**src/rtl/sdram_dma_ctrl.sv**
```systemverilog
// rtl/sdram_dma_ctrl.sv - command-driven DMA between the 128-bit tile buffer and the SDRAM wrapper
// Loads move wrapper read beats into the buffer; stores stream buffer words out through the wrapper.
module sdram_dma_ctrl #(
  parameter int BUF_AW  = 10,
  parameter int TIMEOUT = 65535
) (
  input  logic              clk,
  input  logic              reset,
  input  logic              cmd_valid,
  output logic              cmd_ready,
  input  logic              cmd_write,
  input  logic [31:0]       cmd_sdram_addr,
  input  logic [BUF_AW-1:0] cmd_buf_addr,
  input  logic [10:0]       cmd_beats,
  output logic              busy,
  output logic              sts_done,
  output logic              sts_err,
  output logic              buf_wr_en,
  output logic [BUF_AW-1:0] buf_wr_addr,
  output logic [127:0]      buf_wr_data,
  output logic              buf_rd_en,
  output logic [BUF_AW-1:0] buf_rd_addr,
  input  logic [127:0]      buf_rd_data,
  output logic [31:0]       sd_rw_addr,
  output logic [10:0]       sd_rw_cnt,
  input  logic              sd_rw_done,
  output logic              sd_read_start,
  input  logic [127:0]      sd_read_data,
  input  logic              sd_read_valid,
  output logic              sd_write_start,
  output logic [127:0]      sd_write_data,
  input  logic              sd_write_nxt
);

  localparam int WDW = $clog2(TIMEOUT + 1);

  typedef enum logic [2:0] {
    S_IDLE, S_RD_START, S_RD_DATA, S_WR_PREF, S_WR_START, S_WR_DATA, S_DONE
  } state_t;

  state_t            state_q, state_d;
  logic [BUF_AW-1:0] base_q, base_d;
  logic [10:0]       beats_q, beats_d;
  logic [31:0]       rw_addr_q, rw_addr_d;
  logic [10:0]       cnt_q, cnt_d;
  logic              err_q, err_d;
  logic [WDW-1:0]    wdog_q, wdog_d;
  logic              wr_en_q, wr_en_d;
  logic [BUF_AW-1:0] wr_addr_q, wr_addr_d;
  logic [127:0]      wr_data_q, wr_data_d;

  logic [10:0] cnt_nx;
  logic        more_to_send;
  logic        rd_event, wr_event, wdog_expired;

  assign cnt_nx       = cnt_q + 11'd1;
  assign more_to_send = ({1'b0, cnt_q} + 12'd1) < {1'b0, beats_q};
  assign rd_event     = sd_read_valid || sd_rw_done;
  assign wr_event     = sd_write_nxt || sd_rw_done;
  assign wdog_expired = (wdog_q == WDW'(TIMEOUT - 1));

  always_comb begin
    state_d   = state_q;
    base_d    = base_q;
    beats_d   = beats_q;
    rw_addr_d = rw_addr_q;
    cnt_d     = cnt_q;
    err_d     = err_q;
    wdog_d    = wdog_q;
    wr_en_d   = 1'b0;
    wr_addr_d = wr_addr_q;
    wr_data_d = wr_data_q;
    case (state_q)
      S_IDLE: begin
        if (cmd_valid) begin
          base_d    = cmd_buf_addr;
          beats_d   = cmd_beats;
          rw_addr_d = cmd_sdram_addr & ~32'hF;
          cnt_d     = '0;
          err_d     = 1'b0;
          if (cmd_beats == 11'd0) state_d = S_DONE;
          else if (cmd_write)     state_d = S_WR_PREF;
          else                    state_d = S_RD_START;
        end
      end
      S_RD_START: begin
        state_d = S_RD_DATA;
        wdog_d  = '0;
      end
      S_RD_DATA: begin
        wdog_d = rd_event ? '0 : wdog_q + WDW'(1);
        if (sd_read_valid) begin
          if (cnt_q < beats_q) begin
            wr_en_d   = 1'b1;
            wr_addr_d = base_q + BUF_AW'(cnt_q);
            wr_data_d = sd_read_data;
            cnt_d     = cnt_nx;
          end else begin
            err_d = 1'b1;
          end
        end
        // A final beat arriving with rw_done is already folded into cnt_d here.
        if (sd_rw_done) begin
          state_d = S_DONE;
          if (cnt_d != beats_q) err_d = 1'b1;
        end else if (!rd_event && wdog_expired) begin
          state_d = S_DONE;
          err_d   = 1'b1;
        end
      end
      S_WR_PREF: state_d = S_WR_START;
      S_WR_START: begin
        state_d = S_WR_DATA;
        wdog_d  = '0;
      end
      S_WR_DATA: begin
        wdog_d = wr_event ? '0 : wdog_q + WDW'(1);
        if (sd_write_nxt) begin
          if (cnt_q < beats_q) cnt_d = cnt_nx;
          else                 err_d = 1'b1;
        end
        if (sd_rw_done) begin
          state_d = S_DONE;
          if (cnt_d != beats_q) err_d = 1'b1;
        end else if (!wr_event && wdog_expired) begin
          state_d = S_DONE;
          err_d   = 1'b1;
        end
      end
      S_DONE: begin
        state_d   = S_IDLE;
        rw_addr_d = '0;
        beats_d   = '0;
      end
      default: state_d = S_IDLE;
    endcase
  end

  always_ff @(posedge clk) begin
    if (reset) begin
      state_q   <= S_IDLE;
      base_q    <= '0;
      beats_q   <= '0;
      rw_addr_q <= '0;
      cnt_q     <= '0;
      err_q     <= 1'b0;
      wdog_q    <= '0;
      wr_en_q   <= 1'b0;
      wr_addr_q <= '0;
      wr_data_q <= '0;
    end else begin
      state_q   <= state_d;
      base_q    <= base_d;
      beats_q   <= beats_d;
      rw_addr_q <= rw_addr_d;
      cnt_q     <= cnt_d;
      err_q     <= err_d;
      wdog_q    <= wdog_d;
      wr_en_q   <= wr_en_d;
      wr_addr_q <= wr_addr_d;
      wr_data_q <= wr_data_d;
    end
  end

  // Store prefetch runs one word ahead so back-to-back write_nxt always sees fresh data.
  assign buf_rd_en   = (state_q == S_WR_PREF) ||
                       ((state_q == S_WR_DATA) && sd_write_nxt && more_to_send);
  assign buf_rd_addr = !buf_rd_en ? '0 :
                       (state_q == S_WR_PREF) ? base_q : base_q + BUF_AW'(cnt_nx);

  assign cmd_ready      = (state_q == S_IDLE);
  assign busy           = (state_q != S_IDLE);
  assign sts_done       = (state_q == S_DONE);
  assign sts_err        = (state_q == S_DONE) && err_q;
  assign sd_read_start  = (state_q == S_RD_START);
  assign sd_write_start = (state_q == S_WR_START);
  assign sd_rw_addr     = rw_addr_q;
  assign sd_rw_cnt      = beats_q;
  assign sd_write_data  = ((state_q == S_WR_START) || (state_q == S_WR_DATA)) ? buf_rd_data : '0;
  assign buf_wr_en      = wr_en_q;
  assign buf_wr_addr    = wr_addr_q;
  assign buf_wr_data    = wr_data_q;

endmodule

```
**config.mk**
```make
export PLATFORM = sky130hd
export DESIGN_NAME = sdram_dma_ctrl
export DESIGN_NICKNAME = d
export VERILOG_FILES = /design/src/rtl/sdram_dma_ctrl.sv
export SDC_FILE = /design/constraint.sdc
export NUM_CORES = 1
export LEC_CHECK = 0
export CORE_AREA = 2 2 250 252
export CTS_CLUSTER_DIAMETER = 150
export DETAILED_ROUTE_END_ITERATION = 8
export DIE_AREA = 0 0 252 254
export GPL_ROUTABILITY_DRIVEN = 0
export SYNTH_ARGS = -nofsm -noshare
export SYNTH_HDL_FRONTEND = slang
export SYNTH_SLANG_ARGS = --single-unit
export TNS_END_PERCENT = 50
```
**constraint.sdc**
```tcl
create_clock -name clk -period 7.4 [get_ports clk]
set_input_delay 1.48 -clock clk [delete_from_list [all_inputs] [get_ports clk]]
set_output_delay 1.48 -clock clk [all_outputs]
set_load 0.1 [all_outputs]
```
Yosys cells after proc, flatten, opt, wreduce, memory -nomap -nowiden
Index checks and enable logic that the tools add are counted.

word-level totals
  register bits after elaboration = 223
  bits of input ports = 316
  output and inout bits = 327
  word-level logic and storage cells = 92

operators by class
  $add $sub $neg = 5
  $lt $le $gt $ge = 2
  eq/ne operators = 12
  mux-type cells = 37
  bitwise gates (word level) = 2
  reduce and logical (&&, ||, !) cells = 24

operators by type and width
  cell                     number
  $mux W128                1
  $mux W11                 7
  $pmux W32 S2             1
  $pmux W16 S3             1
  $pmux W11 S3             1
  $mux W16                 2
  $mux W32                 1
  $ne A11 B11 Y1           2
  $pmux W11 S2             1
  $add A10 B10 Y10         2
  $mux W10                 2
  $mux W3                  6
  $pmux W3 S6              1
  $add A16 B1 Y16 const B  1
  $eq A16 B16 Y1 const B   1
  $add A11 B1 Y12 const B  1
  $lt A12 B11 Y1           1
  $add A11 B1 Y11 const B  1
  $logic_not A11 Y1        1
  $lt A11 B11 Y1           1
  $mux W1                  11
  $eq A3 B3 Y1 const B     3
  $reduce_bool A3 Y1       3
  $eq A3 B2 Y1 const B     2
  15 further kinds         28

Logic depth before layout (Yosys ltp)
Gate-level depths: netlist of the first run.

  depth after elaboration = 8
  gate-level depth with buffers = 14

Least setup slack after synthesis of the first run
OpenSTA, ideal clock, no wires.

  path type = flip-flop to output port
  start point = register beats_q[1] (netlist: sd_rw_cnt[1])
  end point = output port buf_rd_addr[9]
  data arrival time = 4.192 ns
  setup slack = 1.728 ns
  cell stages (with the launch flop) = 12
  buffers on the path = 1
  cells stage by stage = dfxtp_1 -> inv_1 -> ha_1 -> a21boi_1 -> o21ai_0 -> nand2b_1 -> a211oi_1 -> o21ai_0 -> a21oi_1 -> clkbuf_1 -> nand2_1 -> o22ai_1

between the ends
  longest elaborated chain between the ends = 4

ends and longest elaborated chain
  item                    line  text
  from (decl)             43    logic [10:0] beats_q, beats_d;
  from (signal assigned)  154   beats_q <= beats_d;
  $lt A12 B11 Y1          57    assign more_to_send = ({1'b0, cnt_q} + 12'd1) < {1'b0, beats_q};
  $logic_and A1 B1 Y1     167   ((state_q == S_WR_DATA) && sd_write_nxt && more_to_send);
  $logic_or A1 B1 Y1      166   assign buf_rd_en = (state_q == S_WR_PREF) ||
  $mux W10                168   assign buf_rd_addr = !buf_rd_en ? '0 :
  to (decl)               22    output logic [BUF_AW-1:0] buf_rd_addr,

Every way passes these cells.

Final worst setup path of the first run
  start point = register cnt_q[0]
  end point = output port buf_rd_addr[9]

between the ends
  longest elaborated chain between the ends = 5
  elaborated cells on any way between the ends = 8
  classes of those cells = 3 x add/sub; 1 x order compare; 2 x mux; 2 x reduce/logical

ends and longest elaborated chain
  item                    line  text
  from (decl)             45    logic [10:0] cnt_q, cnt_d;
  from (signal assigned)  156   cnt_q <= cnt_d;
  $add A11 B1 Y12         57
  $lt A12 B11 Y1          57
  $logic_and A1 B1 Y1     167
  $logic_or A1 B1 Y1      166
  $mux W10 (*)            168

Every way passes the cells marked *; elsewhere a longest branch is shown, timed or not.

==> impl_metrics.tcl, run 1 <==
set metrics [dict create \
    outcome "completed" \
    nFillCells 6475 \
    min_from "buf_wr_data[75]" \
    die_w_um 252 \
    cts.repair.resized 0 \
    period_share_pct 81.09 \
    synth_area_leader_cell "dfxtp_1" \
    finalClockSkew_ns 0.02728 \
    root_buffer "clkbuf_16" \
    num_vias 12400 \
    max_cap_violations 0 \
    endpoint_kind "primary output" \
    critical_path_class "flip-flop to primary output" \
    synthDistinctLibCells 74 \
    syn_to_final_growth_pct 70.67 \
    reg2reg_depth 9 \
    hold_buffers 0 \
    port_buffers 634 \
    ant_nets 0 \
    grt_pass1_vias 12300 \
    postRouteWirelength_um 61870 \
    overflow 0 \
    use_met3_pct 7.067 \
    reg2reg_from "sd_rw_cnt[8]" \
    slew_violations 0 \
    r2r_end "buf_wr_data[18]" \
    ff2ff_setup_slack_ns 3.78 \
    cts_buffers 28 \
    num-nets-final 2390 \
    grtUsageTotal_pct 18.46 \
    grt.busiest_layer "met2" \
    clk_latency_ns 0.58 \
    crit_required_ns 5.92 \
    multiInputGateArea_mm2 0.006197 \
    regArea_mm2 0.004384 \
    synth_cells 1455 \
    drc_errors 0 \
    setup_viol 0 \
    ys_ff_latch 219 \
    post_drt_wl_per_cell_um 21.75 \
    synth_area_mm2 0.01114 \
    coreArea_mm2 0.06126 \
    antenna_found_initial 6 \
    setup_slack_ns 1.399 \
    dieHeight_um 254 \
    syn_avg_cell_area_um2 7.658 \
    whs_endpoint "buf_wr_data[75]" \
    rsz0062_at_grt "no" \
    tns_ns 0 \
    cp.arrival_ns 4.52 \
    whs_path_depth 2 \
    post-dp-hpwl_um 49460 \
    p_leak_nw 6.937 \
    max_freq_mhz 166.6 \
    first_pass_iters 5 \
    final_design_area_no_fill_mm2 0.01902 \
    final_core_util_pct 31.04 \
    initial_core_util_pct 18.19 \
    grt_pass1_wl_um 86540 \
    via_per_inst 4.357 \
    netlist.area_leader.share_pct 39.35 \
    synth_warnings 0 \
    min-delay-path-class "flip-flop to flip-flop" \
    clk_path_buf_depth 3 \
    grt_use_met2_pct 32.99 \
    grt_max_degree 121 \
    placed_area_mm2 0.01804 \
    final_common_cell "clkdlybuf4s50_1" \
    synth-seq-area-share_pct 39.35 \
    hold_viol_final 0 \
    synth-edff-count 0 \
    cts_tree "done" \
    htreeDepth 1 \
    drive_above_1_share_pct 5.943 \
    drt-initial-drc-count 674 \
    cp-start-kind "flip-flop" \
    post-cts-setup-buffer-count 0 \
    gr-usage-met1_pct 20.50 \
    power.density_mw_per_mm2 372.5 \
    layout_common_cells "clkdlybuf4s50_1 (601), nand2_1 (384), dfxtp_1 (219), a21oi_1 (215), and2_1 (130)" \
    design.die.area_mm2 0.06401 \
    clock_sink_count 219 \
    post-route-min-period_ns 6.001 \
    io_pins 643 \
    crit_fanout 12 \
    slew_headroom_pct 22.47 \
    clk_pin_slew_ns 0.06 \
    row_count 91 \
    synth_ff_type "dfxtp_1" \
    worstMarginPinSlew_ns 1.159 \
    dp_slack_ns 1.984 \
    hold_ws_ns 0.4507 \
    ir_worst_vdd_uv 264.8 \
    synthArstFlopShare_pct 0 \
    synth.area.top_cells "dfxtp_1 (39%), nand2_1 (13%), a21oi_1 (9.7%)" \
]
## power breakdown
part | internal [W] | switching [W]
combinational | 0.000966 | 0.00322
sequential | 0.00132 | 0.000138
clock | 0.000865 | 0.000575
total | 0.00315 | 0.00393
## cell usage after synthesis, types with 8 or more instances
cell type and instances:
nand2_1 386, dfxtp_1 219, a21oi_1 215, and2_1 131, clkbuf_1 64, nor2_1 50
nand3_1 43, ha_1 41, inv_1 33, xnor2_1 33, xor2_1 29, o21ai_0 21
buf_2 20, buf_4 15, a21o_1 12, a22o_1 10, and3_1 9, a211oi_1 8
## stage by stage
step	power, W	cells
final	0.007084	2845
after global routing	0.007378	2845
after CTS	0.007176	2843
after detailed placement	0.005688	2791
after global placement	0.005665	2791
after floorplan	0.004483	1458
## critical path, stage by stage, from the launching register on
cell and delay, ns:
dfxtp_1 0.59, ha_1 0.47, and3_4 0.27, xnor2_1 0.20, inv_1 0.15, ha_1 0.35, a2111oi_0 0.70, o31ai_1 0.21
xnor2_1 0.23, a21oi_1 0.10, o22ai_1 0.29, buf_4 0.39
## layout make-up
| type | instances | area share, % |
|---|---|---|
| diodes | 2 | 0.02632 |
| clock buffers | 41 | 4.474 |
| clock inverters | 11 | 0.6317 |
| inverters | 34 | 0.6711 |
| multi-input cells | 1104 | 32.59 |
| flip-flops and latches | 219 | 23.06 |
| well taps | 790 | 5.198 |
| repair buffers | 644 | 33.35 |
## how the worst max path moves through the flow
stage                       startpoint        endpoint  slack (ns)  depth (start not counted)
after floorplan           sd_rw_cnt[1]  buf_rd_addr[9]        1.73                         11
after global placement        cnt_q[0]  buf_rd_addr[9]        2.02                         11
after detailed placement      cnt_q[0]  buf_rd_addr[9]        1.98                         11
after CTS                     cnt_q[0]  buf_rd_addr[9]        1.31                         11
after global routing          cnt_q[0]  buf_rd_addr[9]        1.04                         11
final                         cnt_q[0]  buf_rd_addr[9]        1.40                         11
## flip-flops by register name, indices dropped and copies added, names as in the netlist
signal,cells
sd_rw_cnt,11
base_q,10
state_q,3
sd_rw_addr,28
buf_wr_en,1
buf_wr_data,128
buf_wr_addr,10
err_q,1
wdog_q,16
cnt_q,11
## metal layers
| metal | up-vias | wire length (um) |
|---|---|---|
| met5 | - | 55 |
| met4 | 8 | 1441 |
| met3 | 67 | 5759 |
| met2 | 436 | 31260 |
| met1 | 5911 | 23350 |
| li1 | 5973 | - |
## kinds of logic after synthesis
logic type               count (synthesis)  synth area share [%]
AND/OR/NAND/NOR                        675                 28.40
buffers and inverters                  135                 5.413
flip-flops                             219                 39.35
adder cells (fa/ha/maj)                 43                 4.964
XOR/XNOR                                63                 5.020
other                                    1               0.03366
multiplexers                             2                0.1797
AO/OA/AOI/OAI                          317                 16.64
No activity file was read; power rests on OpenSTA's default activity.
==> inputs of run 2 (changes only) <==
- clock period: 7.4 -> 5 ns (I/O delays scaled with it)
==> impl_metrics.tcl, run 2 (synthesized netlist as in run 1, its figures left out) <==
set metrics [dict create \
    outcome "completed" \
    crit_fanout 12 \
    initial_core_util_pct 18.19 \
    row_count 91 \
    fin_cells 2862 \
    reg2reg_from "cnt_q[2]" \
    clk_path_buf_depth 3 \
    period_share_pct 93.20 \
    final_common_cell "clkdlybuf4s50_1" \
    clk_latency_ns 0.58 \
    cts_tree "done" \
    cp.arrival_ns 3.66 \
    p_leak_nw 7.254 \
    setup_viol 0 \
    io_pins 643 \
    postRouteWirelength_um 61410 \
    dieHeight_um 254 \
    syn_to_final_growth_pct 71.72 \
    htreeDepth 1 \
    drive_above_1_share_pct 11.36 \
    crit_required_ns 4.00 \
    ant_nets 0 \
    die_w_um 252 \
    worstSetupEndpoint "buf_rd_addr[9]" \
    ff2ff_setup_slack_ns 1.60 \
    drc_errors 0 \
    max_freq_mhz 214.6 \
    cts.repair.resized 0 \
    nFillCells 6475 \
    clk_pin_slew_ns 0.06 \
    first_pass_iters 5 \
    post-cts-setup-buffer-count 0 \
    design.die.area_mm2 0.06401 \
    min_from "buf_wr_addr[6]" \
    post-dp-hpwl_um 49170 \
    reg2reg_depth 10 \
    hold_buffers 0 \
    grt_pass1_wl_um 86810 \
    grt_pass1_vias 12440 \
    tns_ns 0 \
    min-delay-path-class "flip-flop to flip-flop" \
    finalClockSkew_ns 0.02696 \
    dp_slack_ns 0.6895 \
    via_per_inst 4.375 \
    ir_worst_vdd_uv 474.6 \
    place_inst 2802 \
    grtUsageTotal_pct 18.35 \
    rsz0062_at_grt "no" \
    grt_max_degree 103 \
    num_vias 12520 \
    r2r_end "buf_wr_data[42]" \
    hold_viol_final 0 \
    slew_violations 0 \
    critical_path_class "flip-flop to primary output" \
    antenna_found_initial 8 \
    setup_slack_ns 0.3399 \
    num-nets-final 2403 \
    grt_use_met2_pct 33.15 \
    cts_buffers 30 \
    drt-initial-drc-count 853 \
    port_buffers 634 \
    power.density_mw_per_mm2 555.2 \
    endpoint_kind "primary output" \
    layout_common_cells "clkdlybuf4s50_1 (504), nand2_1 (384), dfxtp_1 (219), a21oi_1 (215), buf_4 (136)" \
    hold_ws_ns 0.4516 \
    startpoint "cnt_q[2]" \
    cp-start-kind "flip-flop" \
    gr-usage-met1_pct 20.46 \
    slew_headroom_pct 26.66 \
    root_buffer "clkbuf_16" \
    coreArea_mm2 0.06126 \
    post-route-min-period_ns 4.660 \
    max_cap_violations 0 \
    grt.busiest_layer "met2" \
    post_drt_wl_per_cell_um 21.46 \
    overflow 0 \
    clock_sink_count 219 \
    use_met3_pct 6.412 \
    largest_register_ffs 128 \
    worstMarginPinSlew_ns 1.097 \
]
-- run 2: cell count changes in the layout (fill, tap and decap cells not counted), moves of 2 or more --
cell / previous run / this run
buf_12: 0 / 14
buf_4: 42 / 136
bufinv_16: 2 / 4
clkbuf_16: 29 / 31
clkbuf_8: 8 / 5
clkdlybuf4s50_1: 601 / 504
diode_2: 2 / 4
-- run 2: final cells by class --
cell class	instances	area, um^2	area share, %
Timing Repair Buffer	655	6357	33.23
Sequential cell	219	4384	22.91
Clock buffer	41	863.3	4.512
Multi-Input combinational cell	1104	6210	32.45
Tap cell	790	988.4	5.166
Antenna cell	4	10.01	0.05231
Clock inverter	15	192.7	1.007
Inverter	34	127.6	0.6670
-- run 2: layer usage --
layer | wire, um | up-vias
met2 | 31350 | 493
li1 | - | 6007
met4 | 1581 | 8
met3 | 5423 | 81
met1 | 22990 | 5931
met5 | 57 | -
-- run 2: through the flow --
stage	instance area [um^2]	power, W	util [%]
finish	19130	0.01062	31.23
global route	19130	0.01104	31.23
CTS	19120	0.01073	31.21
detailed placement	18060	0.008384	29.48
global placement	18060	0.008355	29.48
floorplan	11160	0.006636	-
-- run 2: worst min path at each step --
stage                            endpoint  slack, ns  depth (start not counted)
final                      buf_wr_addr[6]       0.45                          2
after global placement    buf_wr_data[74]       0.44                          2
after detailed placement  buf_wr_data[30]       0.45                          2
after floorplan                 wdog_q[8]       0.46                          2
after global routing      buf_wr_data[90]       0.47                          2
after CTS                 buf_wr_data[32]       0.45                          2
-- run 2: power breakdown --
part | switching, W | internal (W)
clock network | 0.000881 | 0.00141
logic | 0.00478 | 0.00140
registers | 0.000191 | 0.00196
total | 0.00585 | 0.00477
-- run 2: critical path: stages, from the launching register on --
cell      delay (ns)
dfxtp_1         0.66
nand3_2         0.22
nor3_4          0.42
xor2_1          0.26
ha_1            0.27
o21a_1          0.18
o211ai_1        0.15
nor2_1          0.07
a21oi_1         0.19
buf_4           0.17
a21oi_1         0.07
o22ai_2         0.22
buf_12          0.21
